## config.mk

```make
export PLATFORM = sky130hd
export DESIGN_NAME = ram_arbiter
export DESIGN_NICKNAME = d
export VERILOG_FILES = /design/src/rtl/ram_arbiter_pkg.sv /design/src/rtl/ram_arbiter_rr_grant2.sv /design/src/rtl/ram_arbiter.sv
export SDC_FILE = /design/constraint.sdc
export NUM_CORES = 1
export LEC_CHECK = 0
export CAP_MARGIN = 0
export CORE_MARGIN = 4
export CORE_UTILIZATION = 34
export DETAILED_ROUTE_END_ITERATION = 8
export PLACE_DENSITY = 0.84
export SETUP_SLACK_MARGIN = 0.5
export SYNTH_ARGS = -nofsm -noshare
export SYNTH_HDL_FRONTEND = slang
export SYNTH_HIERARCHICAL = 1
export SYNTH_SLANG_ARGS = --single-unit
```

## constraint.sdc

```tcl
create_clock -name clk -period 2 [get_ports clk]
set_input_delay 0.4 -clock clk [delete_from_list [all_inputs] [get_ports clk]]
set_output_delay 0.4 -clock clk [all_outputs]
set_load 0.03 [all_outputs]
```

## src/rtl/ram_arbiter_pkg.sv

```systemverilog
// Shared constants for the low-memory blockram arbiter: FSM states, port indices,
// performance counter width and a saturating increment helper.
package ram_arbiter_pkg;

  typedef enum logic [1:0] {
    ARB   = 2'd0,
    OWN_M = 2'd1,
    OWN_C = 2'd2
  } arb_state_t;

  localparam bit PORT_M = 1'b0;
  localparam bit PORT_C = 1'b1;

  localparam int CNT_W = 16;

  function automatic logic [CNT_W-1:0] sat_inc(input logic [CNT_W-1:0] v, input logic en);
    return (en && (v != {CNT_W{1'b1}})) ? v + 1'b1 : v;
  endfunction

endpackage

```

## src/rtl/ram_arbiter_rr_grant2.sv

```systemverilog
// Combinational 2-way round-robin picker: a lone requester always wins,
// and on a conflict the port that was not granted last wins.
import ram_arbiter_pkg::*;

module rr_grant2 (
  input  logic [1:0] i_req,
  input  logic       i_last,
  output logic [1:0] o_grant
);

  always_comb begin
    o_grant = i_req;
    if (&i_req)
      o_grant = (i_last == PORT_C) ? 2'b01 : 2'b10;
  end

endmodule

```

## src/rtl/ram_arbiter.sv

```systemverilog
// Two-port (monitor M, cpu C) arbiter in front of a 1W/1R registered-read blockram.
// Optional counters behind `RAM_ARB_PERF_EN: m_grants, c_grants, conflicts.
import ram_arbiter_pkg::*;

module ram_arbiter #(
  parameter int ADDR_WIDTH = 13,
  parameter int DATA_WIDTH = 8
) (
  input  logic                  clk,
  input  logic                  reset,
  input  logic                  m_req,
  input  logic                  m_we,
  input  logic                  m_lock,
  input  logic [ADDR_WIDTH-1:0] m_addr,
  input  logic [DATA_WIDTH-1:0] m_wdata,
  output logic                  m_ready,
  output logic                  m_rvalid,
  output logic [DATA_WIDTH-1:0] m_rdata,
  input  logic                  c_req,
  input  logic                  c_we,
  input  logic                  c_lock,
  input  logic [ADDR_WIDTH-1:0] c_addr,
  input  logic [DATA_WIDTH-1:0] c_wdata,
  output logic                  c_ready,
  output logic                  c_rvalid,
  output logic [DATA_WIDTH-1:0] c_rdata,
  output logic [ADDR_WIDTH-1:0] ram_waddr,
  output logic [ADDR_WIDTH-1:0] ram_raddr,
  output logic [DATA_WIDTH-1:0] ram_din,
  output logic                  ram_write,
  input  logic [DATA_WIDTH-1:0] ram_dout
`ifdef RAM_ARB_PERF_EN
  ,
  output logic [CNT_W-1:0]      m_grants,
  output logic [CNT_W-1:0]      c_grants,
  output logic [CNT_W-1:0]      conflicts
`endif
);

  arb_state_t            r_state;
  logic                  r_last;
  logic [1:0]            r_tag;
  logic [ADDR_WIDTH-1:0] r_addr;
  logic [DATA_WIDTH-1:0] r_m_rdata;
  logic [DATA_WIDTH-1:0] r_c_rdata;

  logic [1:0]            w_rr;
  logic [1:0]            w_grant;
  logic                  w_sel_c;
  logic                  w_any;
  logic                  w_we;
  logic [ADDR_WIDTH-1:0] w_addr;

  rr_grant2 u_rr (
    .i_req   ({c_req, m_req}),
    .i_last  (r_last),
    .o_grant (w_rr)
  );

  // An owner excludes the other port entirely, even while the owner idles.
  always_comb begin
    w_grant = 2'b00;
    if (!reset) begin
      case (r_state)
        ARB:     w_grant = w_rr;
        OWN_M:   w_grant[PORT_M] = m_req;
        OWN_C:   w_grant[PORT_C] = c_req;
        default: w_grant = 2'b00;
      endcase
    end
  end

  assign w_sel_c = w_grant[PORT_C];
  assign w_any   = |w_grant;
  assign w_addr  = w_sel_c ? c_addr : m_addr;
  assign w_we    = w_sel_c ? c_we   : m_we;

  assign m_ready   = w_grant[PORT_M];
  assign c_ready   = w_grant[PORT_C];
  assign ram_waddr = w_any ? w_addr : r_addr;
  assign ram_raddr = w_any ? w_addr : r_addr;
  assign ram_din   = w_sel_c ? c_wdata : m_wdata;
  assign ram_write = w_any & w_we;

  // Reset masks a read issued the cycle before it was asserted.
  assign m_rvalid = r_tag[PORT_M] & ~reset;
  assign c_rvalid = r_tag[PORT_C] & ~reset;
  assign m_rdata  = m_rvalid ? ram_dout : r_m_rdata;
  assign c_rdata  = c_rvalid ? ram_dout : r_c_rdata;

  always_ff @(posedge clk) begin
    if (reset) begin
      r_state   <= ARB;
      r_last    <= PORT_C;
      r_tag     <= 2'b00;
      r_addr    <= '0;
      r_m_rdata <= '0;
      r_c_rdata <= '0;
    end else begin
      r_tag[PORT_M] <= w_grant[PORT_M] & ~m_we;
      r_tag[PORT_C] <= w_grant[PORT_C] & ~c_we;
      if (r_tag[PORT_M]) r_m_rdata <= ram_dout;
      if (r_tag[PORT_C]) r_c_rdata <= ram_dout;
      if (w_any) begin
        r_last <= w_sel_c;
        r_addr <= w_addr;
      end
      case (r_state)
        ARB: begin
          if (w_grant[PORT_M] && m_lock)      r_state <= OWN_M;
          else if (w_grant[PORT_C] && c_lock) r_state <= OWN_C;
        end
        OWN_M:   if (!m_lock) r_state <= ARB;
        OWN_C:   if (!c_lock) r_state <= ARB;
        default: r_state <= ARB;
      endcase
    end
  end

`ifdef RAM_ARB_PERF_EN
  logic [CNT_W-1:0] r_m_grants;
  logic [CNT_W-1:0] r_c_grants;
  logic [CNT_W-1:0] r_conflicts;
  logic             w_conflict;

  always_comb begin
    w_conflict = 1'b0;
    case (r_state)
      ARB:     w_conflict = m_req & c_req;
      OWN_M:   w_conflict = c_req;
      OWN_C:   w_conflict = m_req;
      default: w_conflict = 1'b0;
    endcase
  end

  always_ff @(posedge clk) begin
    if (reset) begin
      r_m_grants  <= '0;
      r_c_grants  <= '0;
      r_conflicts <= '0;
    end else begin
      r_m_grants  <= sat_inc(r_m_grants, w_grant[PORT_M]);
      r_c_grants  <= sat_inc(r_c_grants, w_grant[PORT_C]);
      r_conflicts <= sat_inc(r_conflicts, w_conflict);
    end
  end

  assign m_grants  = r_m_grants;
  assign c_grants  = r_c_grants;
  assign conflicts = r_conflicts;
`endif

endmodule

```

==> flow_summary.ini <==
[status]
status = complete, but fails checks
violations = negative setup slack

[clock_tree]
cts_buffer_depth = 2
htreeDepth = 2
cts_sinks = 34
clkTransAtPathRegs_ps = 70
cts_buffers = 5
cts-root-buf = clkbuf_8
clkLatencyLatePin_ps = 290
tritoncts = built
hold_buffers = 0

[layout]
final_core_util = 0.8130
layout.cells.non_filler = 461
area_growth_pct = 131.2
fillers = 321
drive_gt1_frac = 0.6375
num_antenna_cells = 0
nNetsFinal = 446

[synth]
synth_area_per_cell_um2 = 9.061
synth_cell_types = 28
synth_xor_area_frac = 0
syn_nets = 273
syn_area_um2 = 1948
yosys_register_bits = 34
yosys_warnings = 6
synthSimpleGateAreaFrac = 0.1342
synth-seq-area-share = 0.3494
synth.area.mux_share = 0.2370
synthCells = 215
synthAdderAreaFrac = 0
synth_top_family_by_area = multiplexers
synth_compound_gate_area_share = 0.1625

[grt]
grt_pass1_vias = 2782
track_usage = 0.2414
grt_antenna_before_repair = 0
grt_pass1_wl_mm = 13.59
grt_overflow = 0
grt_max_degree = 22

[timing]
final-setup-viol-count = 36
max_slew_margin = 0.8053
slew_viol_final = 0
rsz0062_at_grt = true
finalCriticalPeriod_ps = 2240
max_freq_mhz = 446.4
fin_worst_skew_ps = 7.726
setup_slack_ps = -240.3
timing_hold_violations_final = 0
finalCritPeriodShare = 1.120
tightestPinTransition_ps = 290.2

[placed_design]
gp_congestion = 0.7722
dpl.hpwl_mm = 5.232
dp_cells = 432
dp_slack_ps = -719.9
port_buffers = 112

[routing]
totalWireLength_mm = 8.657
drcViolationCount = 0
num_vias = 2410
viasPerCell = 5.228
ant_nets = 0
detail_route.wl_per_cell_um = 18.78
dr.pass1.iters = 4
drtIter0Drc = 56

[critical_path]
cp_max_fo = 7
cp.arrival_ps = 1840
required_ps = 1600
crit_path_start_kind = flop
crit_chain = a21boi_2 > mux2i_2 > buf_4 > or2_4 > buf_12 > a31oi_4 > buf_6
worst-path-buf-inv = 3
worstSetupPathType = reg -> out
cp_top_family = buffers and inverters
slowest_stage = dfxtp_2
crit_path_max_incr_delay_ps = 340
cp-end-kind = output port

[die]
num_rows = 27
initial_core_util = 0.3516
dieWidth_um = 83.70
num_io_pins = 113
dieArea_um2 = 7005
core_area_um2 = 5540
die_h_um = 83.70

[power]
peakVddDrop_mv = 0.4645
p_leak_nw = 1.837
power_density_nw_per_um2 = 610.6

[flow_run]
maxCapViolations = 0

[worst_hold_path]
hold_class = reg -> reg
[kinds of logic (layout without fill, tap and decap cells)]
group,after synthesis,count (layout)
simple gates,56,59
compound gates,46,46
mux,43,43
buf+inv,36,207
flops,34,34
[worst register-to-register path, stage by stage, from the launching register on]
cell and delay (ps):
dfxtp_2 340, a21boi_2 150, mux2i_2 90, buf_4 150, or2_4 320, buf_12 180
buf_4 140, buf_6 110, a311oi_2 190
[routing by layer]
layer  up-vias  GRT usage  part of all wire
met5         -          0                 0
met4         0    0.07456             0.012
met3        10    0.07404             0.061
met2        90     0.4635              0.56
met1      1174     0.2466              0.37
li1       1136          -                 -
[worst paths after layout]
path | slack, ps | endpoint | cells past startpoint | start
setup / recovery | -240 | ram_raddr[11] | 7 | r_last
hold / removal | 500 | r_c_rdata[7] | 2 | r_c_rdata[7]
setup reg to reg | 250 | r_addr[2] | 8 | r_last
hold reg to reg | 500 | r_c_rdata[7] | 2 | r_c_rdata[7]
[cells in the final DEF, fill, tap and decap left out, types with 11 or more instances in the layout]
cell,count
nor2_1,17
a31oi_4,13
a311oi_2,12
nor3_1,11
mux2i_1,16
mux2_4,17
buf_4,60
clkdlybuf4s50_1,46
buf_6,70
dfxtp_1,29
[synth_stat cells (all sizes together)]
cell type,number,area [µm²]
dfxtp,34,680.7
nor2,20,75.07
a31oi,13,81.33
a2111oi,1,8.760
o21ai,14,70.07
nor3b,1,7.510
inv,4,15.01
nand2,2,7.510
buf,22,173.9
a31o,1,8.760
o2111a,1,11.26
nand2b,1,6.260
mux2i,18,180.2
nor3,15,75.07
o211ai,1,7.510
a311oi,13,113.9
a21boi,2,15.02
nand3,13,65.06
or2,3,18.78
clkbuf,10,38.78
mux2,25,281.5
nor2b,1,6.260
[through the flow]
step / TNS (ps) / hold slack (ps) / area [µm²] / total power, mW
floorplan: -4676 / 460.5 / 2268 / 1.350
global placement: -35250 / 474.3 / 3603 / 1.704
detailed placement: -38640 / 484.5 / 3603 / 1.724
CTS: -5616 / 504.4 / 4423 / 2.718
global route: -8757 / 543.5 / 4504 / 2.854
finish: -7296 / 501.5 / 4504 / 2.750
[report_power, final]
part	internal (mW)	leakage (nW)	switching, mW
sequential	0.716	0.280	0.0237
clock	0.499	0.0683	0.266
combinational	0.624	1.49	0.621
[area by class of cell]
| type | instances | area (µm²) | share of cell area |
|---|---|---|---|
| Inverter | 4 | 20.02 | 0.004444 |
| Tap cell | 72 | 90.09 | 0.02000 |
| Sequential cell | 34 | 691.9 | 0.1536 |
| Clock buffer | 5 | 68.82 | 0.01528 |
| Timing Repair Buffer | 195 | 1927 | 0.4278 |
| Multi-Input combinational cell | 148 | 1638 | 0.3636 |
| Clock inverter | 3 | 68.82 | 0.01528 |
[state kept, by name (all words and copies together), names as in the netlist]
name / count
r_state: 2
r_last: 1
r_addr: 13
r_c_rdata: 8
r_tag: 2
r_m_rdata: 8
[repair_timing]
item,4_1_cts,5_1_grt
gates cloned,7,0
endpoints found under the setup margin,72,69
pin swaps,18,5
gates resized for setup,216,18
buffers inserted,12,2
(Power assumes the default switching activity.)
